File: config.mk
export PLATFORM = sky130hd
export DESIGN_NAME = wb_arbiter_2m
export DESIGN_NICKNAME = d
export VERILOG_FILES = /design/src/rtl/wb_arb_pkg.sv /design/src/rtl/wb_arb_watchdog.sv /design/src/rtl/wb_arbiter_2m.sv
export SDC_FILE = /design/constraint.sdc
export NUM_CORES = 1
export LEC_CHECK = 0
export CAP_MARGIN = 20
export CORE_AREA = 4 4 123 125
export CTS_CLUSTER_SIZE = 30
export DETAILED_ROUTE_END_ITERATION = 10
export DIE_AREA = 0 0 127 129
export PLACE_DENSITY = 0.61
export SYNTH_ARGS = -nofsm -noshare
export SYNTH_HDL_FRONTEND = slang
export SYNTH_HIERARCHICAL = 1
export SYNTH_SLANG_ARGS = --single-unit
File: constraint.sdc
create_clock -name clk -period 4.4 [get_ports clk]
set_clock_uncertainty 0.15 [all_clocks]
set_input_delay 0.44 -clock clk [delete_from_list [all_inputs] [get_ports clk]]
set_output_delay 0.44 -clock clk [all_outputs]
set_load 0.02 [all_outputs]
File: src/rtl/wb_arb_pkg.sv
// Shared definitions for the two-master Wishbone arbiter: state encoding,
// grant vectors and the default watchdog limit.
package wb_arb_pkg;

  typedef enum logic [1:0] {
    IDLE = 2'b00,
    GNT0 = 2'b01,
    GNT1 = 2'b10
  } arb_state_e;

  localparam logic [1:0] GNT_NONE = 2'b00;
  localparam logic [1:0] GNT_M0   = 2'b01;
  localparam logic [1:0] GNT_M1   = 2'b10;

  localparam int DEFAULT_TIMEOUT = 255;

endpackage

File: src/rtl/wb_arb_watchdog.sv
// Stall counter: counts strobed-but-unacknowledged cycles and raises a one-cycle
// expire pulse the cycle after the count sits at TIMEOUT. TIMEOUT=0 disables it.
module wb_arb_watchdog
  import wb_arb_pkg::*;
#(
  parameter int TIMEOUT = DEFAULT_TIMEOUT
) (
  input  logic clk,
  input  logic rst,
  input  logic stb_i,
  input  logic ack_i,
  input  logic clr_i,
  output logic expire_o
);

  generate
    if (TIMEOUT == 0) begin : g_off
      logic unused_inputs;
      assign unused_inputs = &{1'b0, clk, rst, stb_i, ack_i, clr_i};
      assign expire_o = 1'b0;
    end else begin : g_on
      localparam int CW = $clog2(TIMEOUT + 1);

      logic [CW-1:0] count_q, count_d;
      logic          expire_q, expire_d;
      logic          at_limit;

      assign at_limit = (count_q == CW'(TIMEOUT));

      // An ack in the limit cycle, or a grant change, suppresses the error.
      always_comb begin
        expire_d = at_limit & stb_i & ~ack_i & ~clr_i;
        if (clr_i || ack_i || !stb_i || at_limit) count_d = '0;
        else                                      count_d = count_q + CW'(1);
      end

      always_ff @(posedge clk or posedge rst) begin
        if (rst) begin
          count_q  <= '0;
          expire_q <= 1'b0;
        end else begin
          count_q  <= count_d;
          expire_q <= expire_d;
        end
      end

      assign expire_o = expire_q;
    end
  endgenerate

endmodule

File: src/rtl/wb_arbiter_2m.sv
// Two-master, one-slave Wishbone arbiter: round-robin grant with bus lock while
// the owner holds cyc, and a watchdog that terminates unacknowledged transfers.
module wb_arbiter_2m
  import wb_arb_pkg::*;
#(
  parameter int AW      = 32,
  parameter int DW      = 32,
  parameter int TIMEOUT = DEFAULT_TIMEOUT
) (
  input  logic            clk,
  input  logic            rst,
  input  logic [AW-1:0]   m0_addr_i,
  input  logic [DW-1:0]   m0_data_i,
  input  logic [DW/8-1:0] m0_sel_i,
  input  logic            m0_we_i,
  input  logic            m0_cyc_i,
  input  logic            m0_stb_i,
  output logic [DW-1:0]   m0_data_o,
  output logic            m0_ack_o,
  output logic            m0_err_o,
  input  logic [AW-1:0]   m1_addr_i,
  input  logic [DW-1:0]   m1_data_i,
  input  logic [DW/8-1:0] m1_sel_i,
  input  logic            m1_we_i,
  input  logic            m1_cyc_i,
  input  logic            m1_stb_i,
  output logic [DW-1:0]   m1_data_o,
  output logic            m1_ack_o,
  output logic            m1_err_o,
  output logic [AW-1:0]   s_addr_o,
  output logic [DW-1:0]   s_data_o,
  output logic [DW/8-1:0] s_sel_o,
  output logic            s_we_o,
  output logic            s_cyc_o,
  output logic            s_stb_o,
  input  logic [DW-1:0]   s_data_i,
  input  logic            s_ack_i,
  output logic [1:0]      gnt_o
);

  arb_state_e state_q, state_d;
  logic       last_q, last_d;
  logic       expire;
  logic       state_change;

  always_ff @(posedge clk or posedge rst) begin
    if (rst) begin
      state_q <= IDLE;
      last_q  <= 1'b1;
    end else begin
      state_q <= state_d;
      last_q  <= last_d;
    end
  end

  // On a tie in IDLE the master that did not hold the bus last wins.
  always_comb begin
    state_d = state_q;
    unique case (state_q)
      IDLE: begin
        if (m0_cyc_i && m1_cyc_i) state_d = last_q ? GNT0 : GNT1;
        else if (m0_cyc_i)        state_d = GNT0;
        else if (m1_cyc_i)        state_d = GNT1;
      end
      GNT0: if (!m0_cyc_i) state_d = m1_cyc_i ? GNT1 : IDLE;
      GNT1: if (!m1_cyc_i) state_d = m0_cyc_i ? GNT0 : IDLE;
      default: state_d = IDLE;
    endcase

    last_d = last_q;
    if (state_d != state_q) begin
      if (state_d == GNT0) last_d = 1'b0;
      if (state_d == GNT1) last_d = 1'b1;
    end
  end

  assign state_change = (state_d != state_q);

  wb_arb_watchdog #(.TIMEOUT(TIMEOUT)) u_watchdog (
    .clk      (clk),
    .rst      (rst),
    .stb_i    (s_stb_o),
    .ack_i    (s_ack_i),
    .clr_i    (state_change),
    .expire_o (expire)
  );

  // Slave side is decoded purely from the registered state so reset clears it at once.
  always_comb begin
    s_addr_o = '0;
    s_data_o = '0;
    s_sel_o  = '0;
    s_we_o   = 1'b0;
    s_cyc_o  = 1'b0;
    s_stb_o  = 1'b0;
    m0_ack_o = 1'b0;
    m1_ack_o = 1'b0;
    m0_err_o = 1'b0;
    m1_err_o = 1'b0;
    gnt_o    = GNT_NONE;
    unique case (state_q)
      GNT0: begin
        gnt_o    = GNT_M0;
        s_addr_o = m0_addr_i;
        s_data_o = m0_data_i;
        s_sel_o  = m0_sel_i;
        s_we_o   = m0_we_i;
        s_cyc_o  = m0_cyc_i & ~expire;
        s_stb_o  = m0_stb_i & ~expire;
        m0_ack_o = s_ack_i & m0_stb_i;
        m0_err_o = expire;
      end
      GNT1: begin
        gnt_o    = GNT_M1;
        s_addr_o = m1_addr_i;
        s_data_o = m1_data_i;
        s_sel_o  = m1_sel_i;
        s_we_o   = m1_we_i;
        s_cyc_o  = m1_cyc_i & ~expire;
        s_stb_o  = m1_stb_i & ~expire;
        m1_ack_o = s_ack_i & m1_stb_i;
        m1_err_o = expire;
      end
      default: ;
    endcase
  end

  assign m0_data_o = s_data_i;
  assign m1_data_o = s_data_i;

endmodule

== Yosys cells after proc, flatten, opt, wreduce, memory -nomap -nowiden ==
Index checks and enable logic that the tools add are counted.
Word-level totals
  register bits after elaboration: 12
  bits of input ports: 177
  output and inout bits: 141
  logic and storage cells: 54
Operators by class
  $add $sub $neg: 1
  eq/ne operators: 6
  muxes and demuxes: 23
  bitwise logic cells: 12
  reductions and logical operators: 8
Operators by type and width (count)
  case mux 32 bit (2 select lines): 2
  two-way mux 2 bit: 7
  AND 1 bit: 9
  adder 8 x 1 -> 8 bit, second input constant: 1
  == test 8 bit, second input constant: 1
  two-way mux 8 bit: 1
  case mux 4 bit (2 select lines): 1
  two-way mux 1 bit: 7
  case mux 1 bit (2 select lines): 3
  case mux 2 bit (3 select lines): 1
  == test 2 x 1 -> 1 bit, second input constant: 2
  == test 2 bit, second input constant: 2
  case mux 2 bit (2 select lines): 1
  logical OR 1 bit: 3
  inverter 1 bit: 3
  zero test 2 bit: 1
  != test 2 bit: 1
  AND reduction 2 bit: 1
  nonzero test 2 bit: 1
  logical AND 1 bit: 1
  zero test 1 bit: 1

== Longest topological paths before layout ==
  word-level depth: 9
  mapped depth: 12
  gate-level depth less buffers: 10

== Cells and area by module ==
The synthesis kept the hierarchy.
Modules (own cells, without submodules)
  wb_arbiter_2m: instances 1, cells an instance 267, area each 1899.3 um2, seq. area each 76.3 um2
  wb_arb_watchdog: instances 1, cells an instance 41, area each 426.7 um2, seq. area each 225.2 um2

== Worst setup path before layout ==
No wires, ideal clock.
  path kind: register to register
  start point: reg state_q[0]
  end point: reg u_watchdog.g_on.count_q[5]
  library setup time: 0.073 ns
  arrival: 2.548 ns
  required time: 4.177 ns
  slack: 1.629 ns
  stages on the path, launching flop included: 11
  path buffers: 3
  clock period less this slack: 2.771 ns
  cell sequence: dfrtp_1 inv_1 ha_1 clkbuf_1 clkbuf_1 mux2i_1 nor2_1 or3b_1 buf_2 o21bai_4 a21oi_2
On the way
  elaborated cells on any way between the ends: 16
  those cells by class: eq/ne: 3; mux: 8; reduce/logical: 5
RTL lines
  from (decl): RTL line wb_arbiter_2m.sv:41  | arb_state_e state_q, state_d;
  from (signal assigned): RTL line wb_arbiter_2m.sv:51  | state_q <= state_d;
  == test 2 bit / == test 2 x 1 -> 1 bit (equally long branches): RTL line wb_arbiter_2m.sv:101  | unique case (state_q)
  case mux 1 bit (2 select lines) (*): RTL line wb_arbiter_2m.sv:101
  via s_stb_o: RTL line wb_arbiter_2m.sv:35  | output logic s_stb_o,
  zero test 1 bit (*): RTL line wb_arb_watchdog.sv:33  | if (clr_i || ack_i || !stb_i || at_limit) count_d = '0;
  logical OR 1 bit (*) (2 in series): RTL line wb_arb_watchdog.sv:33
  two-way mux 8 bit (*): RTL line wb_arb_watchdog.sv:33
  via u_watchdog.g_on.count_d[5]: RTL line wb_arb_watchdog.sv:24  | logic [CW-1:0] count_q, count_d;
  to (signal assigned): RTL line wb_arb_watchdog.sv:42  | count_q <= count_d;
  to (decl): RTL line wb_arb_watchdog.sv:24
The timed path passes the listed nets; every way through them passes the cells marked *.
A chain may end at the register's enable or synchronous reset.

== Worst setup path in the final report ==
  start point: reg state_q[0]
  end point: out s_sel_o[1]
On the way
  longest elaborated chain between the ends: 2
  elaborated cells on any way between the ends: 3
  those cells by class: eq/ne: 2; mux: 1
RTL lines
  == test 2 bit / == test 2 x 1 -> 1 bit (equally long branches): RTL line wb_arbiter_2m.sv:101
  case mux 4 bit (2 select lines) (*): RTL line wb_arbiter_2m.sv:101
  to (decl): RTL line wb_arbiter_2m.sv:32  | output logic [DW/8-1:0] s_sel_o,
Every way passes the cells marked *; elsewhere a longest branch is shown, timed or not.

==> flow_metrics.py <==
metrics = {
    "outcome": {
        "status": "finished clean",
    },
    "logic_synthesis": {
        "synth_top_area_share_pct": 22.3,
        "synth_edf_count": 0,
        "dominantRegCellSynth": "dfrtp_1",
        "synth_fa_ha_area_share_pct": 4.30,
        "muxShareOfSynthArea_pct": 1.51,
        "synth_area_leaders": "a22oi_1 (22%), buf_4 (21%), nor2b_1 (19%)",
        "synth-simple-area-share_pct": 25.7,
        "synth-async-reset-ratio_pct": 100,
        "synth_top_family_by_area": "compound AO/OA/AOI/OAI gates",
        "synth_nets": 493,
        "synthXorXnorAreaFrac_pct": 1.88,
        "ys_ff_latch": 12,
        "ys_warn_count": 6,
        "synth.avg_cell_area_um2": 7.55,
        "synth_compound_area_share_pct": 27.8,
        "synthCells": 308,
        "synth_top_cell_by_area": "a22oi_1",
        "synth_seq_area_share_pct": 13.0,
        "synth.distinct_cells": 38,
        "syn-cell-area_um2": 2330,
    },
    "grt": {
        "antenna_found_initial": 0,
        "overflow": 0,
        "track_usage_pct": 11.6,
        "grt_pass1_wl_mm": 15.2,
        "grt_max_degree": 71,
        "grt_pass1_vias": 2875,
    },
    "place": {
        "io_buffer_count": 221,
        "dp_cells": 624,
        "gp_congestion": 0.810,
        "hpwl_mm": 8.50,
        "placed_cell_area_um2": 4230,
    },
    "sta": {
        "rsz0062_at_grt": "false",
        "period_needed_ns": 3.38,
        "slew_headroom_pct": 54.0,
        "hold_viol": 0,
        "worstMarginPinSlew_ns": 0.690,
        "setup_viol": 0,
        "drv_slew": 0,
        "holdWs_ns": 0.255,
        "maxClockFrequency_mhz": 296,
        "period_share_pct": 76.8,
        "tns_ns": 0,
    },
    "power_and_ir_drop": {
        "leakagePower_nw": 1.47,
        "ir_drop_mv": 0.334,
        "p_per_area_nw_per_um2": 532,
    },
    "finish": {
        "layout-drive-gt1-share_pct": 4.01,
        "final_cell_count_no_fill": 629,
        "ff_latch_area_um2": 302,
        "antenna_cells": 0,
        "nNetsFinal": 635,
        "nFillCells": 1483,
        "syn2layout_area_growth_pct": 86.7,
        "final_area_um2": 4340,
        "multiInputGateArea_um2": 1430,
    },
    "floorplan": {
        "io_pins": 318,
        "core_area_um2": 13900,
        "rows": 43,
        "die-area_um2": 16400,
        "initial_core_util_pct": 16.8,
        "die-height_um": 129,
        "die_w_um": 127,
    },
    "clock_network": {
        "clk_latency_ns": 0.24,
        "post_cts_resized": 0,
        "hold_buffers": 0,
        "clock-sinks": 12,
        "clk_pin_slew_ns": 0.04,
        "cts_tree": "done",
        "clockBufferDepth": 2,
        "cts_made_buffers": 3,
        "htreeDepth": 1,
        "cts_setup_buffers": 0,
        "cts_root_buf": "clkbuf_16",
    },
    "setup_path": {
        "path_class": "reg -> out",
        "critPathMaxFanout": 46,
        "start_kind": "register",
        "critPathBufInv": 3,
        "cp_data_required_time_ns": 3.81,
        "cp.depth": 6,
        "crit_path_end_kind": "primary output",
        "max_stage_delay_ns": 0.66,
        "cp.arrival_ns": 2.79,
        "crit_family": "buffers and inverters",
        "cpMaxStageDelayCell": "ha_2",
        "worstPathCellList": "inv_1 > ha_2 > buf_12 > a22oi_1 > nor2b_1 > clkdlybuf4s50_1",
        "ff2ff_path_depth": 10,
    },
    "route": {
        "dr.pass1.iters": 4,
        "drc": 0,
        "routedWlPerCell_um": 16.9,
        "routed_wl_mm": 10.6,
        "drt_iter0_markers": 99,
        "ant_nets": 0,
        "num_vias": 2737,
        "via_per_inst": 4.35,
    },
    "hold_path": {
        "hold_class": "in -> async",
    },
    "run": {
        "max_cap_viol_count": 0,
    },
}
## cells by family (layout without fill, tap and decap cells)
kind of cell    Yosys count  count (layout)
fa+ha+maj                 8               8
mux                       3               3
buf+inv                  96             237
xor+xnor                  5               5
simple gates            100             100
flops                    12              12
compound gates           84              84
## synth_stat cells (2+ instances only)
master    number
nand2b_1       4
mux2i_1        2
and2_1         2
a22oi_1       69
nor2_1         8
and3_1         2
nand4_1        2
dfrtp_1       11
o21ai_0        2
nand3_1        2
nor2b_1       69
a21oi_2        2
buf_4         64
ha_1           8
clkbuf_1      22
xor2_1         2
buf_2          2
nand2_1        5
inv_1          8
xnor2_1        3
or3_1          2
## worst paths after layout
check,from,end,slack (ns)
hold / removal,rst,state_q[0],0.25
setup reg to reg,state_q[0],u_watchdog/g_on.count_q[3],1.15
max in group asynchronous,rst,u_watchdog/g_on.count_q[5],3.51
setup / recovery,state_q[0],s_sel_o[1],1.02
min in group clk,u_watchdog/g_on.count_q[0],u_watchdog/g_on.count_q[0],0.31
hold reg to reg,u_watchdog/g_on.count_q[0],u_watchdog/g_on.count_q[0],0.31
## worst register-to-register path: stages (launching register included)
cell and delay (ns):
dfrtp_1 0.45, inv_1 0.17, ha_2 0.66, a22o_1 0.25, a32oi_1 0.05, o22ai_1 0.33
xnor2_1 0.21, nand2_1 0.07, or3b_1 0.48, o21bai_4 0.24, nor2_1 0.11
## area by class of cell
type / count / share of cell area [%]
Timing Repair Buffer: 225 / 52.2
Clock buffer: 4 / 2.05
Sequential cell: 12 / 6.95
Multi-Input combinational cell: 200 / 32.9
Tap cell: 180 / 5.19
Inverter: 8 / 0.692
## per-layer routing
metal  routed length (µm)  global-route usage [%]
met3                 1100                    3.82
met2                 5330                    20.9
met1                 3950                    12.9
met4                  223                    3.60
met5                    0                       0
## stage by stage
step                setup slack, ns  power [mW]  util [%]
floorplan                      1.63        1.37         -
global placement               1.20        2.10      30.5
detailed placement             1.15        2.11      30.5
CTS                           0.861        2.32      31.1
global route                  0.855        2.47      31.3
finish                         1.02        2.31      31.3
## placed cells by master (no fill, tap or decap), types with 2 or more instances in the layout
cell type,n
clkdlybuf4s50_1,221
o21ai_0,2
mux2i_1,2
or3_1,2
and2_1,2
xnor2_1,3
ha_2,3
buf_4,2
xor2_1,2
and3_1,2
nand2_1,5
dfrtp_1,11
a22oi_1,69
nand2b_1,4
clkbuf_16,3
ha_1,5
nand4_1,2
a21oi_2,2
inv_1,8
nor2_1,8
buf_12,2
nor2b_1,69
nand3_1,2
## where the power goes
part / internal (mW) / switching, mW
clock network: 0.137 / 0.0487
registers: 0.128 / 0.0203
logic: 0.967 / 1.01
## sequential cells by signal (all words and copies together), names as in the netlist
signal	flops
last_q	1
state_q	2
u_watchdog/expire_o	1
u_watchdog/g_on.count_q	8
Note: power is estimated with default switching activity, not from simulation.
